[src/rtl/regfile_param.sv]
// Parameterised register file with a self-clearing sequencer and a two-cycle long-multiply
// write path. The highest index is a PC alias returned from the r15 input and is never stored.
module regfile_param #(
    parameter int unsigned WIDTH = 32,
    parameter int unsigned NREGS = 16,
    parameter int unsigned ABITS = 4
) (
    input  logic               clk,
    input  logic               reset,
    input  logic               we3,
    input  logic [ABITS-1:0]   wa3,
    input  logic [WIDTH-1:0]   wd3,
    input  logic               lwe,
    input  logic [ABITS-1:0]   lwa_lo,
    input  logic [ABITS-1:0]   lwa_hi,
    input  logic [2*WIDTH-1:0] lwd,
    input  logic [ABITS-1:0]   ra1,
    input  logic [ABITS-1:0]   ra2,
    input  logic [WIDTH-1:0]   r15,
    output logic [WIDTH-1:0]   rd1,
    output logic [WIDTH-1:0]   rd2,
    output logic               busy
);

    localparam int unsigned    NStore  = NREGS - 1;
    localparam logic [ABITS-1:0] PcAddr  = ABITS'(NREGS - 1);
    localparam logic [ABITS-1:0] LastClr = ABITS'(NREGS - 2);

    typedef enum logic [1:0] {StClear, StIdle, StHi} state_e;

    state_e           state_q, state_d;
    logic [ABITS-1:0] cnt_q, cnt_d;
    logic [WIDTH-1:0] hi_data_q, hi_data_d;
    logic [ABITS-1:0] hi_addr_q, hi_addr_d;
    logic [WIDTH-1:0] mem_q [NStore];
    logic [WIDTH-1:0] mem_d [NStore];

    // Every state uses at most one write, so a single shared write port suffices.
    logic             wr_en;
    logic [ABITS-1:0] wr_addr;
    logic [WIDTH-1:0] wr_data;

    // Next-state, write-port selection and high-word capture.
    always_comb begin
        state_d   = state_q;
        cnt_d     = cnt_q;
        hi_data_d = hi_data_q;
        hi_addr_d = hi_addr_q;
        wr_en     = 1'b0;
        wr_addr   = '0;
        wr_data   = '0;
        unique case (state_q)
            StClear: begin
                wr_en   = 1'b1;
                wr_addr = cnt_q;
                cnt_d   = cnt_q + 1'b1;
                if (cnt_q == LastClr) begin
                    state_d = StIdle;
                end
            end
            StIdle: begin
                if (lwe) begin
                    // Long write has priority; any concurrent we3 is dropped.
                    wr_en     = 1'b1;
                    wr_addr   = lwa_lo;
                    wr_data   = lwd[WIDTH-1:0];
                    hi_data_d = lwd[2*WIDTH-1:WIDTH];
                    hi_addr_d = lwa_hi;
                    state_d   = StHi;
                end else if (we3) begin
                    wr_en   = 1'b1;
                    wr_addr = wa3;
                    wr_data = wd3;
                end
            end
            StHi: begin
                wr_en   = 1'b1;
                wr_addr = hi_addr_q;
                wr_data = hi_data_q;
                state_d = StIdle;
            end
            default: begin
                state_d = StClear;
                cnt_d   = '0;
            end
        endcase
    end

    // Array update; writes to the PC alias or beyond are silently discarded.
    always_comb begin
        mem_d = mem_q;
        if (wr_en && (wr_addr < PcAddr)) begin
            mem_d[wr_addr] = wr_data;
        end
    end

    // State registers; reset restarts the clear and suppresses every array write.
    always_ff @(posedge clk) begin
        if (!reset) begin
            state_q   <= StClear;
            cnt_q     <= '0;
            hi_data_q <= '0;
            hi_addr_q <= '0;
        end else begin
            state_q   <= state_d;
            cnt_q     <= cnt_d;
            hi_data_q <= hi_data_d;
            hi_addr_q <= hi_addr_d;
            mem_q     <= mem_d;
        end
    end

    // Combinational reads with the PC alias; no write bypass.
    always_comb begin
        rd1 = '0;
        rd2 = '0;
        if (ra1 == PcAddr) begin
            rd1 = r15;
        end else if (ra1 < PcAddr) begin
            rd1 = mem_q[ra1];
        end
        if (ra2 == PcAddr) begin
            rd2 = r15;
        end else if (ra2 < PcAddr) begin
            rd2 = mem_q[ra2];
        end
    end

    // Busy is a pure decode of the registered state.
    always_comb begin
        busy = (state_q != StIdle);
    end

endmodule

[config.mk]
export PLATFORM = sky130hd
export DESIGN_NAME = regfile_param
export DESIGN_NICKNAME = d
export VERILOG_FILES = /design/src/rtl/regfile_param.sv
export SDC_FILE = /design/constraint.sdc
export NUM_CORES = 1
export LEC_CHECK = 0
export BUFFER_PORTS_ARGS = -buffer_cell sky130_fd_sc_hd__buf_2
export CORE_ASPECT_RATIO = 0.9
export CORE_MARGIN = 2
export CORE_UTILIZATION = 50
export DETAILED_ROUTE_END_ITERATION = 12
export PLACE_DENSITY = 0.69
export SYNTH_ARGS = -nofsm -noshare
export SYNTH_HDL_FRONTEND = slang
export SYNTH_SLANG_ARGS = --single-unit
[constraint.sdc]
create_clock -name clk -period 10.3 [get_ports clk]
set_input_delay 1.545 -clock clk [delete_from_list [all_inputs] [get_ports clk]]
set_output_delay 1.545 -clock clk [all_outputs]
set_load 0.02 [all_outputs]
==> flow_summary.json <==
{
  "status": "finished clean",
  "cts_sinks": 522,
  "synth-seq-cells": 522,
  "drtIter0Drc": 2008,
  "period_share": 0.5939,
  "syn-num-nets": 1540,
  "antenna_left": 0,
  "synth_area_um2": 24670,
  "cp_max_fo": 82,
  "fin_setup_tns_ns": 0,
  "fin_worst_skew_ns": 0.01586,
  "post_drt_wl_per_cell_um": 29.80,
  "post_dp_cell_area_um2": 26370,
  "io_pins": 217,
  "fp.coreArea_um2": 48940,
  "final_nets": 1724,
  "finalWorstSetupSlack_ns": 4.183,
  "final_area_um2": 28000,
  "grt_pass1_vias": 14990,
  "drive_gt1_frac": 0.3706,
  "hold_path_class": "reg -> reg",
  "most-common-layout-cells": "edfxtp_1 (480), mux4_2 (255), buf_2 (211), nand2_1 (106), o21ai_0 (69)",
  "setup_violations": 0,
  "die_y_um": 214.7,
  "start_kind": "input port",
  "synth-warning-count": 0,
  "cts_setup_buffers": 0,
  "avgSynthCellArea_um2": 17.85,
  "fin_cells": 2236,
  "cts_root_buf": "clkbuf_16",
  "crit_type": "in -> out",
  "grt_pass1_wl_um": 97260,
  "clk_latency_ns": 0.60,
  "first_pass_iters": 5,
  "dieArea_um2": 51130,
  "dieWidth_um": 238.1,
  "cts_buffers": 54,
  "post-place-ws_ns": 4.084,
  "power.leakage_nw": 9.754,
  "final-hold-violation-count": 0,
  "yosysSeqAreaShare": 0.6184,
  "synth-edff-count": 480,
  "relSlewSlack": 0.1693,
  "ys.flop_type": "edfxtp_1",
  "drc": 0,
  "drv_cap": 0,
  "viasPerCell": 6.702,
  "vias": 14985,
  "synthToLayoutAreaGrowth_pct": 13.50,
  "peakVddDrop_mv": 0.1458,
  "synthDistinctLibCells": 45,
  "synth-async-reset-ratio": 0,
  "period_needed_ns": 6.117,
  "rsz0062_at_grt": "no",
  "port-buffer-count": 216,
  "cts_tree": "yes",
  "grt_max_degree": 83,
  "cts_resized": 0,
  "path_clk_slew_ns": 0.05,
  "arrival_ns": 4.57,
  "clk_path_buf_depth": 3,
  "initial_core_util": 0.5040,
  "slew_viol_final": 0,
  "worst_pin_slew_ns": 1.238,
  "ctsHoldBuffers": 0,
  "powerDensity_nw_per_um2": 187.6,
  "antenna_found_initial": 2,
  "row_count": 77,
  "hpwl_um": 38370,
  "synthCells": 1382,
  "dp.cells": 2142,
  "fmax_mhz": 163.5,
  "overflow": 0,
  "cp.required_ns": 8.76,
  "place_congestion": 0.8359,
  "final_common_cell": "edfxtp_1",
  "wirelength_um": 66630,
  "h-tree-depth": 2,
  "grt_util_all_layers": 0.2623,
  "endpoint_kind": "output pin"
}
-- metrics by stage --
| step | power (mW) | utilization | hold slack, ns |
|---|---|---|---|
| after floorplan | 3.157 | - | 0.4355 |
| after global routing | 5.433 | 0.5720 | 0.4746 |
| after CTS | 5.282 | 0.5720 | 0.4581 |
| after detailed placement | 3.469 | 0.5389 | 0.4503 |
| after global placement | 3.447 | 0.5389 | 0.4442 |
| final | 5.254 | 0.5721 | 0.4564 |
-- cells in the mapped netlist, types with 12 or more instances --
| cell type | count | area, um^2 |
|---|---|---|
| nand2_1 | 106 | 397.9 |
| edfxtp_1 | 480 | 14410 |
| mux2i_1 | 66 | 660.6 |
| buf_1 | 14 | 52.55 |
| o211ai_1 | 18 | 135.1 |
| nor3_1 | 12 | 60.06 |
| a222oi_1 | 32 | 320.3 |
| a21oi_1 | 44 | 220.2 |
| o22ai_1 | 18 | 112.6 |
| buf_2 | 31 | 155.2 |
| o21ai_0 | 69 | 345.3 |
| mux4_2 | 255 | 5743 |
| o221ai_1 | 13 | 113.9 |
| nor2b_1 | 36 | 225.2 |
| clkbuf_1 | 71 | 266.5 |
| dfxtp_1 | 42 | 840.8 |
| o211a_1 | 13 | 130.1 |
-- critical path: stages --
cell and delay (ns):
clkbuf_8 0.75, buf_4 0.83, mux4_2 0.60, mux4_2 0.56, buf_2 0.20
-- layout make-up --
| type | count | area [um^2] |
|---|---|---|
| Clock buffer | 72 | 1440 |
| Tap cell | 632 | 790.8 |
| Clock inverter | 21 | 182.7 |
| Multi-Input combinational cell | 732 | 8942 |
| Inverter | 6 | 22.52 |
| Fill cell | 3673 | 20940 |
| Antenna cell | 1 | 2.502 |
| Sequential cell | 522 | 15250 |
| Timing Repair Buffer | 250 | 1363 |
-- sequential cells by signal, indices dropped and copies added, names as in the netlist --
register	cells
hi_data_q	32
cnt_q	4
mem_q	480
hi_addr_q	4
state_q	2
-- path summary, 6_finish.rpt --
check,from,end,slack (ns),depth (start not counted)
max,ra2[0],rd2[0],4.18,5
min,hi_data_q[10],hi_data_q[10],0.46,2
max reg2reg,state_q[1],mem_q[8],6.21,8
min reg2reg,hi_data_q[10],hi_data_q[10],0.46,2
-- logic make-up after synthesis --
kind of cell,synth area share
flops,0.6184
simple gates,0.03378
compound gates,0.06244
fa+ha+maj,0.003043
mux,0.2596
buf+inv,0.02272
-- layer usage --
metal,global-route usage,part of all wire
met4,0.06813,0.021
met3,0.08414,0.13
met5,0,0.00038
met1,0.3743,0.39
met2,0.3949,0.46
-- power breakdown --
part           switching [mW]  leakage (nW)  total, mW  internal (mW)
combinational           0.508          3.74      0.862          0.353
sequential             0.0729          5.23       2.57           2.49
clock                   0.778         0.785       1.83           1.05
total                    1.36          9.75       5.25           3.89
Note: power is estimated with default switching activity, not from simulation.
